[config.mk]
export PLATFORM = sky130hd
export DESIGN_NAME = pool_ctrl
export DESIGN_NICKNAME = d
export VERILOG_FILES = /design/src/rtl/pool_ctrl.sv
export SDC_FILE = /design/constraint.sdc
export NUM_CORES = 1
export LEC_CHECK = 0
export CELL_PAD_IN_SITES_DETAIL_PLACEMENT = 1
export CELL_PAD_IN_SITES_GLOBAL_PLACEMENT = 1
export CORE_AREA = 2 2 71 90
export DETAILED_ROUTE_END_ITERATION = 7
export DIE_AREA = 0 0 73 92
export GPL_ROUTABILITY_DRIVEN = 0
export PLACE_DENSITY_LB_ADDON = 0.25
export SYNTH_ARGS = -nofsm -noshare
export SYNTH_HDL_FRONTEND = slang
export SYNTH_SLANG_ARGS = --single-unit
[constraint.sdc]
create_clock -name clk -period 2.45 [get_ports clk]
set_input_delay 0.49 -clock clk [delete_from_list [all_inputs] [get_ports clk]]
set_output_delay 0.49 -clock clk [all_outputs]
set_load 0.02 [all_outputs]
[src/rtl/pool_ctrl.sv]
// pool_ctrl: walks an IMG_H x IMG_W feature map in non-overlapping KxK
// windows, gathers each window from the input BRAM into win_data, and
// writes the external max-pool result to the output BRAM.
module pool_ctrl #(
  parameter int DEPTH = 8,
  parameter int IMG_W = 4,
  parameter int IMG_H = 4,
  parameter int K     = 2,
  localparam int OUT_W = IMG_W / K,
  localparam int OUT_H = IMG_H / K,
  localparam int RA_W  = (IMG_W * IMG_H > 1) ? $clog2(IMG_W * IMG_H) : 1,
  localparam int WA_W  = (OUT_W * OUT_H > 1) ? $clog2(OUT_W * OUT_H) : 1
) (
  input  logic                   clk,
  input  logic                   rst_n,
  input  logic                   i_start,
  output logic                   o_busy,
  output logic                   o_done,
  output logic                   o_rd_en,
  output logic [RA_W-1:0]        o_rd_addr,
  input  logic [DEPTH-1:0]       i_rd_data,
  output logic [DEPTH*K*K-1:0]   o_win_data,
  input  logic [DEPTH-1:0]       i_pool_max,
  output logic                   o_wr_en,
  output logic [WA_W-1:0]        o_wr_addr,
  output logic [DEPTH-1:0]       o_wr_data
);

  localparam int EW = (K * K > 1) ? $clog2(K * K) : 1;
  localparam int RW = (OUT_H > 1) ? $clog2(OUT_H) : 1;
  localparam int CW = (OUT_W > 1) ? $clog2(OUT_W) : 1;

  typedef enum logic [2:0] {
    S_IDLE  = 3'd0,
    S_FETCH = 3'd1,
    S_DRAIN = 3'd2,
    S_WRITE = 3'd3,
    S_DONE  = 3'd4
  } state_t;

  state_t                 r_state;
  state_t                 w_next;
  logic [EW-1:0]          r_e;
  logic [RW-1:0]          r_wr;
  logic [CW-1:0]          r_wc;
  logic                   r_cap_vld;
  logic [EW-1:0]          r_cap_idx;
  logic [DEPTH*K*K-1:0]   r_win;

  logic                   w_e_last;
  logic                   w_col_last;
  logic                   w_row_last;
  logic [RA_W-1:0]        w_rd_addr_calc;
  logic [WA_W-1:0]        w_wr_addr_calc;
  logic                   w_busy;
  logic                   w_done;
  logic                   w_rd_en;
  logic [RA_W-1:0]        w_rd_addr;
  logic                   w_wr_en;
  logic [WA_W-1:0]        w_wr_addr;
  logic [DEPTH-1:0]       w_wr_data;

  assign w_e_last   = (r_e  == EW'(K * K - 1));
  assign w_col_last = (r_wc == CW'(OUT_W - 1));
  assign w_row_last = (r_wr == RW'(OUT_H - 1));

  // Pixel address of element e of window (wr,wc): row wr*K+e/K, column wc*K+e%K.
  assign w_rd_addr_calc = (RA_W'(r_wr) * RA_W'(K) + RA_W'(r_e) / RA_W'(K)) * RA_W'(IMG_W)
                        + RA_W'(r_wc) * RA_W'(K) + RA_W'(r_e) % RA_W'(K);
  assign w_wr_addr_calc = WA_W'(r_wr) * WA_W'(OUT_W) + WA_W'(r_wc);

  // State register.
  always_ff @(posedge clk or negedge rst_n) begin
    if (!rst_n) begin
      r_state <= S_IDLE;
    end else begin
      r_state <= w_next;
    end
  end

  // Next-state logic; start only matters in IDLE.
  always_comb begin
    w_next = r_state;
    case (r_state)
      S_IDLE: begin
        if (i_start) w_next = S_FETCH;
        else         w_next = S_IDLE;
      end
      S_FETCH: begin
        if (w_e_last) w_next = S_DRAIN;
        else          w_next = S_FETCH;
      end
      S_DRAIN: w_next = S_WRITE;
      S_WRITE: begin
        if (w_col_last && w_row_last) w_next = S_DONE;
        else                          w_next = S_FETCH;
      end
      S_DONE:  w_next = S_IDLE;
      default: w_next = S_IDLE;
    endcase
  end

  // Output decode from the current state and counters.
  always_comb begin
    w_busy    = 1'b0;
    w_done    = 1'b0;
    w_rd_en   = 1'b0;
    w_rd_addr = '0;
    w_wr_en   = 1'b0;
    w_wr_addr = '0;
    w_wr_data = '0;
    case (r_state)
      S_FETCH: begin
        w_busy    = 1'b1;
        w_rd_en   = 1'b1;
        w_rd_addr = w_rd_addr_calc;
      end
      S_DRAIN: w_busy = 1'b1;
      S_WRITE: begin
        w_busy    = 1'b1;
        w_wr_en   = 1'b1;
        w_wr_addr = w_wr_addr_calc;
        w_wr_data = i_pool_max;
      end
      S_DONE:  w_done = 1'b1;
      default: w_busy = 1'b0;
    endcase
  end

  // Element and window counters: cleared on start, e steps in FETCH, (wr,wc) advance in WRITE.
  always_ff @(posedge clk or negedge rst_n) begin
    if (!rst_n) begin
      r_e  <= '0;
      r_wr <= '0;
      r_wc <= '0;
    end else begin
      case (r_state)
        S_IDLE: begin
          if (i_start) begin
            r_e  <= '0;
            r_wr <= '0;
            r_wc <= '0;
          end
        end
        S_FETCH: r_e <= w_e_last ? '0 : r_e + EW'(1);
        S_WRITE: begin
          if (w_col_last) begin
            r_wc <= '0;
            r_wr <= w_row_last ? '0 : r_wr + RW'(1);
          end else begin
            r_wc <= r_wc + CW'(1);
          end
        end
        default: r_e <= r_e;
      endcase
    end
  end

  // Read data lags rd_en by one cycle, so remember which element each read targets.
  always_ff @(posedge clk or negedge rst_n) begin
    if (!rst_n) begin
      r_cap_vld <= 1'b0;
      r_cap_idx <= '0;
    end else begin
      r_cap_vld <= (r_state == S_FETCH);
      r_cap_idx <= r_e;
    end
  end

  // Window register: load the returning pixel into its element slot, hold otherwise.
  always_ff @(posedge clk or negedge rst_n) begin
    if (!rst_n) begin
      r_win <= '0;
    end else if (r_cap_vld) begin
      for (int n = 0; n < K * K; n++) begin
        if (r_cap_idx == EW'(n)) r_win[n*DEPTH +: DEPTH] <= i_rd_data;
      end
    end
  end

  assign o_busy     = w_busy;
  assign o_done     = w_done;
  assign o_rd_en    = w_rd_en;
  assign o_rd_addr  = w_rd_addr;
  assign o_wr_en    = w_wr_en;
  assign o_wr_addr  = w_wr_addr;
  assign o_wr_data  = w_wr_data;
  assign o_win_data = r_win;

endmodule

; After elaboration in Yosys (flattened, before gate mapping)
; Index checks and enable logic that the tools add are counted.
[totals]
reg_bits = 42
input_bits = 19
wordCells = 60
[classes]
add_sub_neg = 7
n_eq_ne = 10
muxes = 20
reduce_logical = 13
[op_table]
columns = op, n
row1 = $pmux W3 S4, 1
row2 = $reduce_and A2 Y1, 6
row3 = $mux W1, 9
row4 = $mux W2, 4
row5 = $mux W8, 1
row6 = $eq A2 B2 Y1 const B, 3
row7 = $eq A3 B2 Y1 const B, 2
row8 = $add A2 B1 Y2, 2
row9 = $add A4 B1 Y4, 1
row10 = $add A4 B2 Y4, 1
row11 = $mux W4, 1
row12 = $ne A2 B2 Y1 const B, 2
row13 = $pmux W1 S2, 2
row14 = $pmux W2 S2, 1
row15 = $reduce_bool A2 Y1, 2
row16 = $eq A3 B1 Y1 const B, 1
row17 = $eq A3 B3 Y1 const B, 1
row18 = $logic_not A3 Y1, 1
row19 = $mux W3, 1
row20 = $reduce_and A3 Y1, 1
row21 = $reduce_or A3 Y1, 1
row22 = $add A1 B1 Y1 const B, 2
row23 = $add A2 B1 Y2 const B, 1
row24 = $eq A2 B1 Y1 const B, 1
row25 = 2 further kinds, 2

; Depth between registers and ports, before layout
[logic_depth]
ltp_word = 4
ltp_mapped = 4
mapped_depth_nobuf = 4

; Least setup slack after synthesis
; OpenSTA, ideal clock, no wires.
[synth_path]
path_kind = flip-flop to output port
start = register r_state[0]
end = output port o_rd_addr[0]
arrival_time_ps = 1252
required_time_ps = 1960
slack_ps = 708
stages_incl_launch_ff = 5
path_buffers = 1
cell_sequence = dfrtp_1 clkbuf_2 nor2b_1 and2b_1 and2_1
[synth_via]
elab_chain_len = 2
[synth_rtl]
columns = element, line_no
row1 = start: declaration, 41  ; state_t r_state;
row2 = start signal: assignment, 77  ; r_state <= w_next;
row3 = $eq A3 B1 Y1, 112  ; case (r_state)
row4 = $mux W4, 112
row5 = end: declaration, 20  ; output logic [RA_W-1:0] o_rd_addr,
; Every way passes these cells.

; Worst setup path after layout
[layout_path]
start = register r_state[2]
end = output port o_wr_data[7]
[layout_via]
elab_chain_len = 2
[layout_rtl]
columns = element, line_no
row1 = $eq A3 B2 Y1, 112
row2 = $mux W8, 112
row3 = end: declaration, 26  ; output logic [DEPTH-1:0] o_wr_data
; Every way passes these cells.

==> metrics.txt <==
# TYPE chip_impl_metric gauge
chip_impl_info{name="crit-reg2reg-capture",value="o_win_data[7]$_DFFE_PN0P_"} 1
chip_impl_metric{name="worst_ir_drop_vdd",unit="V"} 0.000455
chip_impl_metric{name="power.static_leakage",unit="nW"} 1.14
chip_impl_metric{name="overflow",unit=""} 0
chip_impl_info{name="run_status",value="finished clean"} 1
chip_impl_metric{name="timing.reg2reg.worst_path_depth",unit=""} 2
chip_impl_metric{name="syn2layout_area_growth",unit="%"} 50.3
chip_impl_metric{name="drive_above_1_share",unit="%"} 26.5
chip_impl_metric{name="total_wirelength_of_the_detailed_routed_design",unit="mm"} 4.45
chip_impl_metric{name="insertedDiodeCount",unit=""} 0
chip_impl_metric{name="clk_pin_slew",unit="ps"} 80
chip_impl_metric{name="initial_core_util",unit="%"} 29.0
chip_impl_metric{name="row_count",unit=""} 32
chip_impl_metric{name="worst_ep_required_time",unit="ps"} 1960
chip_impl_metric{name="grt_pass1_wl",unit="mm"} 7.37
chip_impl_metric{name="yosysSeqAreaShare",unit="%"} 60.8
chip_impl_metric{name="die_h",unit="microns"} 92
chip_impl_metric{name="cp_max_fo",unit=""} 9
chip_impl_metric{name="final_max_slew_viol_count",unit=""} 0
chip_impl_metric{name="routed_wire_length_per_instance",unit="microns"} 16.8
chip_impl_metric{name="layout_worst_path_cycle_share",unit="%"} 95.1
chip_impl_metric{name="finClkSkew",unit="ps"} 7.18
chip_impl_metric{name="power.density",unit="nW/um^2"} 1410
chip_impl_metric{name="clock-sinks",unit=""} 42
chip_impl_metric{name="detail_route.drc_violations",unit=""} 0
chip_impl_metric{name="timing.critical_path.arrival",unit="ps"} 1840
chip_impl_metric{name="switching_power",unit="mW"} 1.36
chip_impl_metric{name="timing.setup.tns",unit="ps"} 0
chip_impl_info{name="regToRegStartpoint",value="r_cap_idx[1]$_DFF_PN0_"} 1
chip_impl_metric{name="die_w",unit="microns"} 73
chip_impl_info{name="hold_path.class",value="in2async"} 1
chip_impl_metric{name="power_frac_clock",unit="%"} 12.1
chip_impl_metric{name="combinationalPowerShare",unit="%"} 52.9
chip_impl_metric{name="syn_area_per_cell",unit="sq um"} 14.3
chip_impl_metric{name="yosys_warnings",unit=""} 0
chip_impl_metric{name="holdWs",unit="ps"} 341
chip_impl_metric{name="port_buffers",unit=""} 68
chip_impl_metric{name="coreArea",unit="sq um"} 5970
chip_impl_metric{name="worst_slew_margin_rel",unit="%"} 38.7
chip_impl_metric{name="maxClockFrequency",unit="GHz"} 0.429
chip_impl_metric{name="final_critical_period",unit="ps"} 2330
chip_impl_metric{name="setup_viol",unit=""} 0
chip_impl_metric{name="vias",unit=""} 1247
chip_impl_info{name="layout.cells.most_common",value="sky130_fd_sc_hd__clkdlybuf4s50_1"} 1
chip_impl_metric{name="largest_net_degree_at_the_start_of_global_routing",unit=""} 43
chip_impl_metric{name="postSynthRegisterBits",unit=""} 42
chip_impl_metric{name="pre_cts_ws",unit="ps"} 277
chip_impl_metric{name="drt-vias-per-instance",unit=""} 4.72
chip_impl_metric{name="ff2ff_setup_slack",unit="ps"} 980
chip_impl_info{name="critical_path_class",value="reg2out"} 1
chip_impl_info{name="clock-root-buffer",value="sky130_fd_sc_hd__clkbuf_8"} 1
chip_impl_info{name="layout_common_cells",value="sky130_fd_sc_hd__clkdlybuf4s50_1 (62), sky130_fd_sc_hd__dfrtp_1 (41), sky130_fd_sc_hd__mux2_2 (33)"} 1
chip_impl_metric{name="worstSkewPairLatency",unit="ps"} 280
chip_impl_metric{name="synthCells",unit=""} 121
chip_impl_info{name="unrepaired_setup_endpoints_after_global_routing",value="false"} 1
chip_impl_metric{name="dp_hpwl",unit="mm"} 3.29
chip_impl_metric{name="postSynthNetCount",unit=""} 141
chip_impl_metric{name="max_slew.worst_pin.slew",unit="ps"} 920
chip_impl_metric{name="nNetsFinal",unit=""} 215
chip_impl_metric{name="maxCapViolCount",unit=""} 0
chip_impl_info{name="cts_tree",value="built"} 1
chip_impl_metric{name="count_of_antenna_violating_nets_left_after_detailed_routing",unit=""} 0
chip_impl_info{name="worst_setup_path_start_kind",value="flop"} 1
chip_impl_metric{name="detailedRoute.firstIterationViolations",unit=""} 41
chip_impl_metric{name="yosys.cell_types.count",unit=""} 22
chip_impl_metric{name="grt_usage",unit="%"} 14.3
chip_impl_metric{name="maximum_number_of_buffers_from_clock_root_to_sink",unit=""} 2
chip_impl_metric{name="internal-power",unit="mW"} 2.30
chip_impl_metric{name="grt_antenna_before_repair",unit=""} 0
chip_impl_metric{name="cts-buffers-inserted",unit=""} 5
chip_impl_metric{name="power.share.switching",unit="%"} 37.2
chip_impl_metric{name="syn_area",unit="sq um"} 1730
chip_impl_metric{name="grt_pass1_vias",unit=""} 1412
chip_impl_metric{name="worst_path_setup_slack_after_routing",unit="ps"} 119
chip_impl_metric{name="fp.dieArea",unit="sq um"} 6720
chip_impl_metric{name="io_pins",unit=""} 69
chip_impl_info{name="critical_path_capture_point_type",value="primary output"} 1
chip_impl_metric{name="number_of_levels_the_h_tree_was_split_into",unit=""} 2
chip_impl_metric{name="drt_first_pass_iters",unit=""} 4
chip_impl_metric{name="report.final.hold_viol_count",unit=""} 0
chip_impl_metric{name="pwr-share-seq",unit="%"} 35.1
[sequential cells by signal, indices dropped and copies added, names as in the netlist]
signal / flops
o_win_data: 32
r_state: 3
r_cap_idx: 2
r_wc: 1
r_cap_vld: 1
r_e: 2
r_wr: 1
[what timing repair did]
action,in CTS,in global routing
buffers inserted,0,0
gates cloned,0,1
setup endpoints to repair,14,13
hold buffers,0,0
resized for setup,3,7
[area by class of cell]
type                       instances  area [sq um]
fill                             630          3370
clock inverter                     1          5.00
multi-input combinational         77           678
clock buffer                       7          86.3
tap                               68          85.1
timing repair buffer              69           692
sequential                        42          1050
[metrics by stage]
step / utilization [%] / instance area (sq um) / power [mW] / instances
2_1_floorplan: - / 1730 / 2.32 / 121
3_3_place_gp: 41.6 / 2480 / 3.17 / 255
3_5_place_dp: 41.6 / 2480 / 3.27 / 255
4_1_cts: 43.2 / 2570 / 3.73 / 263
5_1_grt: 43.6 / 2600 / 3.91 / 264
6_report: 43.6 / 2600 / 3.66 / 264
[layer usage]
layer | up-vias | GRT usage [%] | part of all wire (%)
met5 | - | 0 | 0
met4 | 0 | 3.70 | 1.1
met3 | 5 | 4.51 | 5.9
met2 | 48 | 24.0 | 52
met1 | 624 | 17.6 | 41
li1 | 570 | - | -
[kinds of logic after synthesis]
family | count (synthesis) | synth area share (%)
DFF | 42 | 60.8
and+or+nand+nor | 34 | 13.0
muxes | 33 | 21.5
AOI/OAI and AO/OA | 8 | 3.11
buffers and inverters | 3 | 0.868
adders and majority gates | 1 | 0.723
[worst max-delay path by stage]
stage / start / to / cells past startpoint
after floorplan: r_state[0]$_DFF_PN0_ / o_rd_addr[0] / 4
after global placement: i_pool_max[4] / o_wr_data[4] / 3
after detailed placement: i_pool_max[4] / o_wr_data[4] / 3
after CTS: r_state[2]$_DFF_PN0_ / o_rd_addr[0] / 4
after global routing: r_state[2]$_DFF_PN0_ / o_wr_data[2] / 3
final: r_state[2]$_DFF_PN0_ / o_wr_data[7] / 3
[synth_stat cells]
cell type / number / area, sq um
sky130_fd_sc_hd__nand3_2: 1 / 10.0
sky130_fd_sc_hd__nor3_1: 2 / 10.0
sky130_fd_sc_hd__and3_1: 1 / 6.26
sky130_fd_sc_hd__a22o_1: 2 / 17.5
sky130_fd_sc_hd__and3b_1: 1 / 8.76
sky130_fd_sc_hd__nor2b_1: 1 / 6.26
sky130_fd_sc_hd__a21oi_1: 4 / 20.0
sky130_fd_sc_hd__nand3b_2: 2 / 22.5
sky130_fd_sc_hd__buf_2: 2 / 10.0
sky130_fd_sc_hd__clkbuf_2: 1 / 5.00
sky130_fd_sc_hd__and2b_1: 1 / 7.51
sky130_fd_sc_hd__a41oi_1: 1 / 8.76
sky130_fd_sc_hd__ha_1: 1 / 12.5
sky130_fd_sc_hd__or3b_2: 1 / 8.76
sky130_fd_sc_hd__dfrtp_1: 42 / 1050
sky130_fd_sc_hd__mux2_2: 33 / 372
sky130_fd_sc_hd__and2_1: 15 / 93.8
sky130_fd_sc_hd__nor3b_4: 1 / 18.8
sky130_fd_sc_hd__or3_1: 1 / 6.26
sky130_fd_sc_hd__nand2_1: 1 / 3.75
sky130_fd_sc_hd__o21a_1: 1 / 7.51
sky130_fd_sc_hd__nor2_1: 6 / 22.5
[worst max-delay path, cell delays in order, from the launching register on]
cell	delay [ps]
sky130_fd_sc_hd__dfrtp_1	470
sky130_fd_sc_hd__and3b_2	330
sky130_fd_sc_hd__and2_1	150
sky130_fd_sc_hd__clkdlybuf4s50_1	600
[power groups by stage]
| stage | registers [mW] | logic (mW) | clock network, mW |
|---|---|---|---|
| after floorplan | 1.58 | 0.744 | 0 |
| after global placement | 1.26 | 1.91 | 0 |
| after detailed placement | 1.30 | 1.97 | 0 |
| after CTS | 1.29 | 1.97 | 0.467 |
| after global routing | 1.34 | 2.07 | 0.499 |
| final | 1.28 | 1.94 | 0.442 |
Power figures use the tool's default switching activity.
